**config.mk**
```make
export PLATFORM = sky130hd
export DESIGN_NAME = imm_gen_stage_flat
export DESIGN_NICKNAME = d
export VERILOG_FILES = /design/src/rtl/imm_gen_stage_pkg.sv /design/src/rtl/imm_gen_stage_if.sv /design/src/rtl/imm_gen_stage_decode.sv /design/src/rtl/imm_gen_stage.sv /design/src/flat_wrapper.sv
export SDC_FILE = /design/constraint.sdc
export NUM_CORES = 1
export LEC_CHECK = 0
export BUFFER_PORTS_ARGS = -buffer_cell sky130_fd_sc_hd__clkbuf_2
export CAP_MARGIN = 20
export CORE_MARGIN = 2
export CORE_UTILIZATION = 47
export CTS_CLUSTER_DIAMETER = 50
export DETAILED_ROUTE_END_ITERATION = 10
export PLACE_DENSITY = 0.71
export RECOVER_POWER = 50
export SLEW_MARGIN = 20
export SYNTH_ARGS = -nofsm -noshare
export SYNTH_HDL_FRONTEND = slang
export SYNTH_SLANG_ARGS = --single-unit
```
**constraint.sdc**
```tcl
create_clock -name clk -period 5.3 [get_ports clk]
set_clock_uncertainty 0.15 [all_clocks]
set_input_delay 1.06 -clock clk [delete_from_list [all_inputs] [get_ports clk]]
set_output_delay 1.06 -clock clk [all_outputs]
set_load 0.1 [all_outputs]
```
**src/rtl/imm_gen_stage_pkg.sv**
```systemverilog
// Shared opcode constants, immediate format codes and skid-buffer state encodings
// for the immediate-generation stage.
package imm_gen_stage_pkg;

  localparam logic [6:0] OPCODE_LOAD      = 7'b0000011;
  localparam logic [6:0] OPCODE_MISC_MEM  = 7'b0001111;
  localparam logic [6:0] OPCODE_FENCE     = OPCODE_MISC_MEM;
  localparam logic [6:0] OPCODE_OP_IMM    = 7'b0010011;
  localparam logic [6:0] OPCODE_AUIPC     = 7'b0010111;
  localparam logic [6:0] OPCODE_OP_IMM_32 = 7'b0011011;
  localparam logic [6:0] OPCODE_STORE     = 7'b0100011;
  localparam logic [6:0] OPCODE_OP        = 7'b0110011;
  localparam logic [6:0] OPCODE_LUI       = 7'b0110111;
  localparam logic [6:0] OPCODE_OP_32     = 7'b0111011;
  localparam logic [6:0] OPCODE_BRANCH    = 7'b1100011;
  localparam logic [6:0] OPCODE_JALR      = 7'b1100111;
  localparam logic [6:0] OPCODE_JAL       = 7'b1101111;
  localparam logic [6:0] OPCODE_SYSTEM    = 7'b1110011;

  typedef enum logic [2:0] {
    IMM_FMT_NONE  = 3'd0,
    IMM_FMT_I     = 3'd1,
    IMM_FMT_S     = 3'd2,
    IMM_FMT_B     = 3'd3,
    IMM_FMT_U     = 3'd4,
    IMM_FMT_J     = 3'd5,
    IMM_FMT_CSR   = 3'd6,
    IMM_FMT_SHAMT = 3'd7
  } imm_fmt_e;

  // Skid-buffer occupancy states
  localparam logic [1:0] ST_EMPTY = 2'd0;
  localparam logic [1:0] ST_ONE   = 2'd1;
  localparam logic [1:0] ST_TWO   = 2'd2;

  function automatic logic is_shift_f3(input logic [2:0] f3);
    return (f3 == 3'b001) || (f3 == 3'b101);
  endfunction

endpackage

```
**src/rtl/imm_gen_stage_if.sv**
```systemverilog
// Instruction-in / immediate-out handshake bundle for imm_gen_stage.
interface imm_gen_stage_if #(
  parameter int unsigned XLEN  = 32,
  parameter int unsigned TAG_W = 32
);
  logic             in_valid;
  logic             in_ready;
  logic [31:0]      in_inst;
  logic [TAG_W-1:0] in_tag;
  logic             out_valid;
  logic             out_ready;
  logic [XLEN-1:0]  out_imm;
  logic [2:0]       out_fmt;
  logic             out_unknown;
  logic [TAG_W-1:0] out_tag;

  modport master (
    output in_valid, in_inst, in_tag, out_ready,
    input  in_ready, out_valid, out_imm, out_fmt, out_unknown, out_tag
  );

  modport slave (
    input  in_valid, in_inst, in_tag, out_ready,
    output in_ready, out_valid, out_imm, out_fmt, out_unknown, out_tag
  );
endinterface

```
**src/rtl/imm_gen_stage_decode.sv**
```systemverilog
// Combinational RISC-V immediate decoder: instruction word to immediate,
// format code and unknown-opcode flag.
module imm_decode
  import imm_gen_stage_pkg::*;
#(
  parameter int unsigned XLEN     = 32,
  parameter bit          EN_CSR   = 1'b1,
  parameter bit          EN_SHAMT = 1'b1
) (
  input  logic [31:0]     inst_i,
  output logic [XLEN-1:0] imm_o,
  output imm_fmt_e        fmt_o,
  output logic            unknown_o
);

  localparam bit RV64 = (XLEN == 64);

  logic [6:0]      opcode;
  logic [2:0]      f3;
  logic [XLEN-1:0] imm_i, imm_s, imm_b, imm_u, imm_j;
  logic [XLEN-1:0] shamt5, shamt6, zimm;

  assign opcode = inst_i[6:0];
  assign f3     = inst_i[14:12];

  assign imm_i  = {{(XLEN-12){inst_i[31]}}, inst_i[31:20]};
  assign imm_s  = {{(XLEN-12){inst_i[31]}}, inst_i[31:25], inst_i[11:7]};
  assign imm_b  = {{(XLEN-12){inst_i[31]}}, inst_i[7], inst_i[30:25], inst_i[11:8], 1'b0};
  assign imm_u  = {{(XLEN-31){inst_i[31]}}, inst_i[30:12], 12'b0};
  assign imm_j  = {{(XLEN-20){inst_i[31]}}, inst_i[19:12], inst_i[20], inst_i[30:21], 1'b0};
  assign shamt5 = XLEN'(inst_i[24:20]);
  assign shamt6 = XLEN'(inst_i[25:20]);
  assign zimm   = XLEN'(inst_i[19:15]);

  always_comb begin
    imm_o     = '0;
    fmt_o     = IMM_FMT_NONE;
    unknown_o = 1'b0;
    case (opcode)
      OPCODE_OP_IMM: begin
        if (EN_SHAMT && is_shift_f3(f3)) begin
          fmt_o = IMM_FMT_SHAMT;
          imm_o = RV64 ? shamt6 : shamt5;
        end else begin
          fmt_o = IMM_FMT_I;
          imm_o = imm_i;
        end
      end
      // Word-sized ops only exist on RV64; addiw and friends use the I format.
      OPCODE_OP_IMM_32: begin
        if (!RV64) begin
          unknown_o = 1'b1;
        end else if (EN_SHAMT && is_shift_f3(f3)) begin
          fmt_o = IMM_FMT_SHAMT;
          imm_o = shamt5;
        end else begin
          fmt_o = IMM_FMT_I;
          imm_o = imm_i;
        end
      end
      OPCODE_LOAD, OPCODE_JALR, OPCODE_MISC_MEM: begin
        fmt_o = IMM_FMT_I;
        imm_o = imm_i;
      end
      OPCODE_STORE: begin
        fmt_o = IMM_FMT_S;
        imm_o = imm_s;
      end
      OPCODE_BRANCH: begin
        fmt_o = IMM_FMT_B;
        imm_o = imm_b;
      end
      OPCODE_LUI, OPCODE_AUIPC: begin
        fmt_o = IMM_FMT_U;
        imm_o = imm_u;
      end
      OPCODE_JAL: begin
        fmt_o = IMM_FMT_J;
        imm_o = imm_j;
      end
      OPCODE_OP: ;
      OPCODE_OP_32: unknown_o = !RV64;
      OPCODE_SYSTEM: begin
        if (EN_CSR && f3[2]) begin
          fmt_o = IMM_FMT_CSR;
          imm_o = zimm;
        end
      end
      default: unknown_o = 1'b1;
    endcase
  end

endmodule

```
**src/rtl/imm_gen_stage.sv**
```systemverilog
// Registered immediate-generation stage: decoder followed by a 2-entry FIFO skid
// buffer whose in_ready is a register, so out_ready never reaches it combinationally.
module imm_gen_stage
  import imm_gen_stage_pkg::*;
#(
  parameter int unsigned XLEN     = 32,
  parameter int unsigned TAG_W    = 32,
  parameter bit          EN_CSR   = 1'b1,
  parameter bit          EN_SHAMT = 1'b1
) (
  input logic             clk,
  input logic             rst_n,
  input logic             flush,
  imm_gen_stage_if.slave  bus
);

  logic [XLEN-1:0] dec_imm;
  imm_fmt_e        dec_fmt;
  logic            dec_unk;

  imm_decode #(
    .XLEN     (XLEN),
    .EN_CSR   (EN_CSR),
    .EN_SHAMT (EN_SHAMT)
  ) u_dec (
    .inst_i    (bus.in_inst),
    .imm_o     (dec_imm),
    .fmt_o     (dec_fmt),
    .unknown_o (dec_unk)
  );

  logic [1:0]       state_q, state_d;
  logic             in_ready_q, in_ready_d;
  logic [XLEN-1:0]  out_imm_q, out_imm_d, skd_imm_q, skd_imm_d;
  logic [2:0]       out_fmt_q, out_fmt_d, skd_fmt_q, skd_fmt_d;
  logic             out_unk_q, out_unk_d, skd_unk_q, skd_unk_d;
  logic [TAG_W-1:0] out_tag_q, out_tag_d, skd_tag_q, skd_tag_d;
  logic             accept;

  // in_ready_q is low only in TWO, so no acceptance can occur there.
  assign accept = bus.in_valid && in_ready_q;

  always_comb begin
    state_d   = state_q;
    out_imm_d = out_imm_q;
    out_fmt_d = out_fmt_q;
    out_unk_d = out_unk_q;
    out_tag_d = out_tag_q;
    skd_imm_d = skd_imm_q;
    skd_fmt_d = skd_fmt_q;
    skd_unk_d = skd_unk_q;
    skd_tag_d = skd_tag_q;
    case (state_q)
      ST_EMPTY: begin
        if (accept) begin
          out_imm_d = dec_imm;
          out_fmt_d = dec_fmt;
          out_unk_d = dec_unk;
          out_tag_d = bus.in_tag;
          state_d   = ST_ONE;
        end
      end
      ST_ONE: begin
        if (accept && bus.out_ready) begin
          out_imm_d = dec_imm;
          out_fmt_d = dec_fmt;
          out_unk_d = dec_unk;
          out_tag_d = bus.in_tag;
        end else if (accept) begin
          skd_imm_d = dec_imm;
          skd_fmt_d = dec_fmt;
          skd_unk_d = dec_unk;
          skd_tag_d = bus.in_tag;
          state_d   = ST_TWO;
        end else if (bus.out_ready) begin
          state_d   = ST_EMPTY;
        end
      end
      ST_TWO: begin
        if (bus.out_ready) begin
          out_imm_d = skd_imm_q;
          out_fmt_d = skd_fmt_q;
          out_unk_d = skd_unk_q;
          out_tag_d = skd_tag_q;
          state_d   = ST_ONE;
        end
      end
      default: state_d = ST_EMPTY;
    endcase
    if (flush) begin
      state_d = ST_EMPTY;
    end
    in_ready_d = (state_d != ST_TWO);
  end

  always_ff @(posedge clk) begin
    if (!rst_n) begin
      state_q    <= ST_EMPTY;
      in_ready_q <= 1'b0;
      out_imm_q  <= '0;
      out_fmt_q  <= '0;
      out_unk_q  <= 1'b0;
      out_tag_q  <= '0;
      skd_imm_q  <= '0;
      skd_fmt_q  <= '0;
      skd_unk_q  <= 1'b0;
      skd_tag_q  <= '0;
    end else begin
      state_q    <= state_d;
      in_ready_q <= in_ready_d;
      out_imm_q  <= out_imm_d;
      out_fmt_q  <= out_fmt_d;
      out_unk_q  <= out_unk_d;
      out_tag_q  <= out_tag_d;
      skd_imm_q  <= skd_imm_d;
      skd_fmt_q  <= skd_fmt_d;
      skd_unk_q  <= skd_unk_d;
      skd_tag_q  <= skd_tag_d;
    end
  end

  assign bus.in_ready    = in_ready_q;
  assign bus.out_valid   = (state_q != ST_EMPTY);
  assign bus.out_imm     = out_imm_q;
  assign bus.out_fmt     = out_fmt_q;
  assign bus.out_unknown = out_unk_q;
  assign bus.out_tag     = out_tag_q;

endmodule

```
**src/flat_wrapper.sv**
```systemverilog
// flat-port wrapper written by rule: the top's interface ports become plain ports
module imm_gen_stage_flat import imm_gen_stage_pkg::*;
#(
  parameter int unsigned XLEN     = 32,
  parameter int unsigned TAG_W    = 32,
  parameter bit          EN_CSR   = 1'b1,
  parameter bit          EN_SHAMT = 1'b1
)
  (clk, rst_n, flush, bus_in_valid, bus_in_inst, bus_in_tag, bus_out_ready, bus_in_ready, bus_out_valid, bus_out_imm, bus_out_fmt, bus_out_unknown, bus_out_tag);
  imm_gen_stage_if #(.XLEN(XLEN), .TAG_W(TAG_W)) bus_i ();
  input logic clk;
  input logic rst_n;
  input logic flush;
  input wire logic [$bits(bus_i.in_valid)-1:0] bus_in_valid;
  input wire logic [$bits(bus_i.in_inst)-1:0] bus_in_inst;
  input wire logic [$bits(bus_i.in_tag)-1:0] bus_in_tag;
  input wire logic [$bits(bus_i.out_ready)-1:0] bus_out_ready;
  output wire logic [$bits(bus_i.in_ready)-1:0] bus_in_ready;
  output wire logic [$bits(bus_i.out_valid)-1:0] bus_out_valid;
  output wire logic [$bits(bus_i.out_imm)-1:0] bus_out_imm;
  output wire logic [$bits(bus_i.out_fmt)-1:0] bus_out_fmt;
  output wire logic [$bits(bus_i.out_unknown)-1:0] bus_out_unknown;
  output wire logic [$bits(bus_i.out_tag)-1:0] bus_out_tag;
  assign bus_i.in_valid = bus_in_valid;
  assign bus_i.in_inst = bus_in_inst;
  assign bus_i.in_tag = bus_in_tag;
  assign bus_i.out_ready = bus_out_ready;
  assign bus_in_ready = bus_i.in_ready;
  assign bus_out_valid = bus_i.out_valid;
  assign bus_out_imm = bus_i.out_imm;
  assign bus_out_fmt = bus_i.out_fmt;
  assign bus_out_unknown = bus_i.out_unknown;
  assign bus_out_tag = bus_i.out_tag;
  imm_gen_stage #(.XLEN(XLEN), .TAG_W(TAG_W), .EN_CSR(EN_CSR), .EN_SHAMT(EN_SHAMT)) u_core (.clk(clk), .rst_n(rst_n), .flush(flush), .bus(bus_i));
endmodule
```
# ---- Word-level counts from Yosys, hierarchy flattened
# Index checks and enable logic that the tools add are counted.
dict set report totals {
  wordCells 71
  register_bits 139
}
dict set report classes {
  n_mux 30
  n_eq_ne 19
  n_bitwise 1
  reduce_logical 11
}
# op count
set op_table {}
lappend op_table {{$mux 32} 7}
lappend op_table {{$pmux 32 s7} 1}
lappend op_table {{$pmux 32 s3} 2}
lappend op_table {{$eq 7x7->1 const B} 4}
lappend op_table {{$eq 7x6->1 const B} 3}
lappend op_table {{$pmux 3 s7} 1}
lappend op_table {{$mux 3} 5}
lappend op_table {{$eq 7x5->1 const B} 2}
lappend op_table {{$mux 2} 6}
lappend op_table {{$reduce_or 11->1} 1}
lappend op_table {{$pmux 3 s3} 1}
lappend op_table {{$eq 7x2->1 const B} 1}
lappend op_table {{$eq 7x4->1 const B} 1}
lappend op_table {{$pmux 2 s3} 1}
lappend op_table {{$mux 5} 1}
lappend op_table {{$mux 1} 4}
lappend op_table {{$ne 2x1->1 const B} 2}
lappend op_table {{$ne 2x2->1 const B} 2}
lappend op_table {{$reduce_and 4->1} 1}
lappend op_table {{$eq 3x1->1 const B} 1}
lappend op_table {{$eq 3x3->1 const B} 1}
lappend op_table {{$pmux 1 s3} 1}
lappend op_table {{$reduce_and 3->1} 1}
lappend op_table {{$reduce_bool 3->1} 1}
lappend op_table {{9 further kinds} 10}

# ---- Longest topological paths before layout
dict set report logic_depth {
  depth_word 6
  depth_mapped 7
  ltp_nobuf 5
}

# ---- Cells and area by module
# Synthesis repeated with hierarchy kept, for this count alone.
dict set report unflattened {
  hier_cells 741
  area_unflattened_um2 6626.4
}
# module cells_per_inst area_per_inst_um2 seq_area_each_um2 n_inst
set modules_own_cells {}
lappend modules_own_cells {imm_gen_stage 618 5814.3 2782.7 1}
lappend modules_own_cells {imm_decode 123 812.0 0.0 1}

# ---- Least setup slack after synthesis
# OpenSTA, ideal clock, no wires.
dict set report synth_path {
  path_kind {input to register}
  from {in bus_in_inst[5]}
  to {reg u_core.out_imm_q[31], in the netlist u_core.bus.out_imm[31]}
  required_ps 5062
  path_stages 6
  arrival_ps 2234
  setup_slack_ps 2828
  cell_sequence {buf_2 and3b_1 or4_1 nand3_1 o211ai_1 o32ai_2}
}
dict set report synth_via {
  elab_chain_len 5
}
# item line
set synth_lines {}
lappend synth_lines {{from (decl)} flat_wrapper.sv:15} ;# input wire logic [$bits(bus_i.in_inst)-1:0] bus_in_inst;
lappend synth_lines {{$eq 7x2->1 (tied with other cells)} imm_gen_stage_decode.sv:39} ;# case (opcode)
lappend synth_lines {{$reduce_or 3->1 / $reduce_or 2->1 (equally long branches)} imm_gen_stage_decode.sv:39}
lappend synth_lines {{$pmux 32 s7 (*)} imm_gen_stage_decode.sv:39}
lappend synth_lines {{$mux 32, on equally long branches} {imm_gen_stage.sv:64, imm_gen_stage.sv:55}}
lappend synth_lines {{$pmux 32 s3 (*)} imm_gen_stage.sv:53} ;# case (state_q)
lappend synth_lines {{to (signal assigned)} imm_gen_stage.sv:111} ;# out_imm_q <= out_imm_d;
lappend synth_lines {{to (decl)} imm_gen_stage.sv:34} ;# logic [XLEN-1:0] out_imm_q, out_imm_d, skd_imm_q, skd_imm_d;
# Every way passes the cells marked *; elsewhere a longest branch is shown, timed or not. The select of a mux whose other input is x is not followed.
# A chain may end at the register's enable or synchronous reset.

# ---- Worst setup path after layout
dict set report layout_path {
  from {in rst_n}
  to {reg u_core.out_imm_q[24], in the netlist u_core.bus.out_imm[24]}
}
# item line
set layout_lines {}
lappend layout_lines {{from (decl)} flat_wrapper.sv:12} ;# input logic rst_n;
# No word-level cell between the ends.

==> run metrics <==
status finished with violations; failing checks capacitance limit, slew limit; setup_tns 0 ns; nature of the critical path endpoint flop; Slew Limit Headroom -46.0%; # port buffers 138; initial antenna violation count 0; leading area contributor after synthesis dfxtp_1; CTS tree yes; syn_area_per_cell 8.01 µm²; endpoints failing hold 0; Final GP Congestion 0.874; Critical Path Fanout Max 66; Die Y 116 µm; P per Cell Area 376 nW/µm²; minimum clock period 3.89 ns; FF-to-FF End u_core.bus.out_imm[1]; GR Overflow Total 0; gr usage total 23.8%; Antenna Nets Post-Route 0; Synth top area share 46.9%; Final Cycle Share 73.4%; vias per cell 5.73; dpl hpwl 10.4 mm; largest net degree at the start of global routing 107; full die area 13500 µm²; distinct cell type count after synthesis 53; Post-synth EDFFs 0; reg2reg start u_core.state_q[0]; Root Driver clkbuf_16; Min-Delay Startpoint u_core.skd_tag_q[16]; drt total wl 16.3 mm; WHS Path Cells 2; Hold Crit Class reg -> reg; share of layout cells above drive strength 1 13.8%; MaxCap Viol Count 1; vias in the first global route 5256; CP Data Arrival Time 4.05 ns; Static Leak 2.63 nW; Seq/Total Area, Yosys 46.9%; most used flip-flop cell after synthesis dfxtp_1; r2r setup slk 2.14 ns; Resized cells post-CTS 0; Synth Instances 740; TritonCTS buffer count 17; WP data required 5.46 ns; Net count, final 910; Worst Hold Path EP u_core.skd_tag_q[16]; DRT Pass-1 Iters 5; FP Rows 41; DR vias 5883; Synth top cells by count 188 x nand2_1, 139 x dfxtp_1, 66 x a21oi_1; first-pass GRT wire length 25.6 mm; Peak VDD IR 0.172 mV; First DRT Iteration DRCs 572; num ports 139; Area Overhead vs Synth 21.5%; Max Freq 257 MHz; H-tree Lvls 4; clk_lat worst skew 0.41 ns; most frequent cell after synthesis nand2_1; clk sink count 139; fin worst setup slack 1.41 ns; crit path kind in -> reg; drt drc 0; postcts setup bufs 0; clock tree buffer depth 2; Fillers 1156; synthesized flop and latch total 139; Die X 116 µm; main area contributors after synthesis dfxtp_1 47%, nand2_1 12%, a21oi_1 5.6%, a311oi_1 4.9%, o21ai_0 4.5%; Routed wire per std cell 15.9 µm; Final Setup Violations 0; Synth warnings 0; RSZ-0062 raised after global routing no; startpoint types primary input; Max Transition Viols Final 57; worst slew pin tran 2.19 ns; FF-to-FF path depth 3; DP Worst Slack 1.81 ns; n_diodes 0; CTS clk-pin slew, worst paths 0.05 ns; core area 12500 µm²; FFs w/ async S/R, synth 0%; syn nets 809; Initial Util 47.6%; cts hold-fix bufs 0; cell area after synthesis 5930 µm²
## layout by cell type, fill, tap and decap left out, types with 3 or more instances in the layout
cell type,instances
a21oi_1,66
a31oi_1,14
nand3b_1,5
o22ai_1,7
nor3_1,5
clkbuf_2,67
nor2b_1,4
and3_1,7
nand2_1,188
o211ai_1,7
dfxtp_1,139
a311oi_1,33
nand3_1,8
clkbuf_16,17
a221oi_1,21
buf_4,4
inv_1,4
nand2b_1,4
and3b_1,5
clkbuf_1,74
nor2_1,53
o21ai_0,53
a32oi_1,7
clkinv_2,3
a222oi_1,4
and2_1,6
nor3b_1,3
clkbuf_8,6
## final cells by class
type                       instances  area (µm²)  share of cell area (%)
multi-input combinational        533        2880                    40.0
sequential                       139        2780                    38.6
timing repair buffer             145         707                    9.81
clock buffer                      26         519                    7.20
tap                              172         215                    2.99
clock inverter                     6        82.6                    1.15
inverter                           5        20.0                   0.278
## power by group
part	total (W)	leakage, nW	internal (W)	switching (W)
Clock	0.00119	0.296	0.000766	0.000422
Sequential	0.00110	1.13	0.00108	0.0000191
Combinational	0.000421	1.20	0.0000764	0.000345
## state kept, by name, indices dropped and copies added (netlist names)
signal / count
u_core.skd_imm_q: 32
u_core.skd_fmt_q: 3
u_core.bus.out_tag: 32
u_core.bus.out_imm: 32
u_core.state_q: 2
u_core.skd_tag_q: 32
u_core.skd_unk_q: 1
u_core.bus.out_fmt: 3
u_core.bus.in_ready: 1
u_core.bus.out_unknown: 1
## cell families after synthesis
family	share of synthesized area, %
simple gates	22.3
compound gates	25.7
flops	46.9
buf+inv	4.79
xor+xnor	0.148
mux	0.169
## worst max path at each step
stage,to,slack [ns],startpoint,cells past startpoint
after detailed placement,u_core.bus.out_imm[20],1.81,rst_n,4
after CTS,u_core.bus.out_imm[27],2.24,rst_n,4
final,u_core.bus.out_imm[24],1.41,rst_n,4
after global placement,u_core.bus.out_imm[10],1.95,rst_n,4
after global routing,u_core.bus.out_imm[21],1.10,rst_n,4
after floorplan,u_core.bus.out_imm[31],2.83,bus_in_inst[5],6
## routing by layer
metal,track usage [%],vias up,share of wire (%)
met5,0,-,0
met4,10.2,0,2.0
met3,4.83,33,7.0
met2,37.9,253,46
met1,31.5,2737,45
li1,-,2860,-
## worst max-delay path, cell delays in order
cell and delay, ns:
clkbuf_2 0.59, clkinvlp_2 1.26, buf_4 0.73, a221oi_1 0.33
## per-stage QoR
step | power, W | hold WS, ns | cell area (µm²) | util [%] | std cells
2_1_floorplan | 0.00145 | 0.287 | 5930 | - | 740
3_3_place_gp | 0.00154 | 0.292 | 6640 | 53.2 | 991
3_5_place_dp | 0.00155 | 0.297 | 6640 | 53.2 | 991
4_1_cts | 0.00273 | 0.305 | 7240 | 58.1 | 1023
5_1_grt | 0.00280 | 0.316 | 7210 | 57.8 | 1026
6_report | 0.00271 | 0.305 | 7210 | 57.8 | 1026
(Power assumes the default switching activity.)
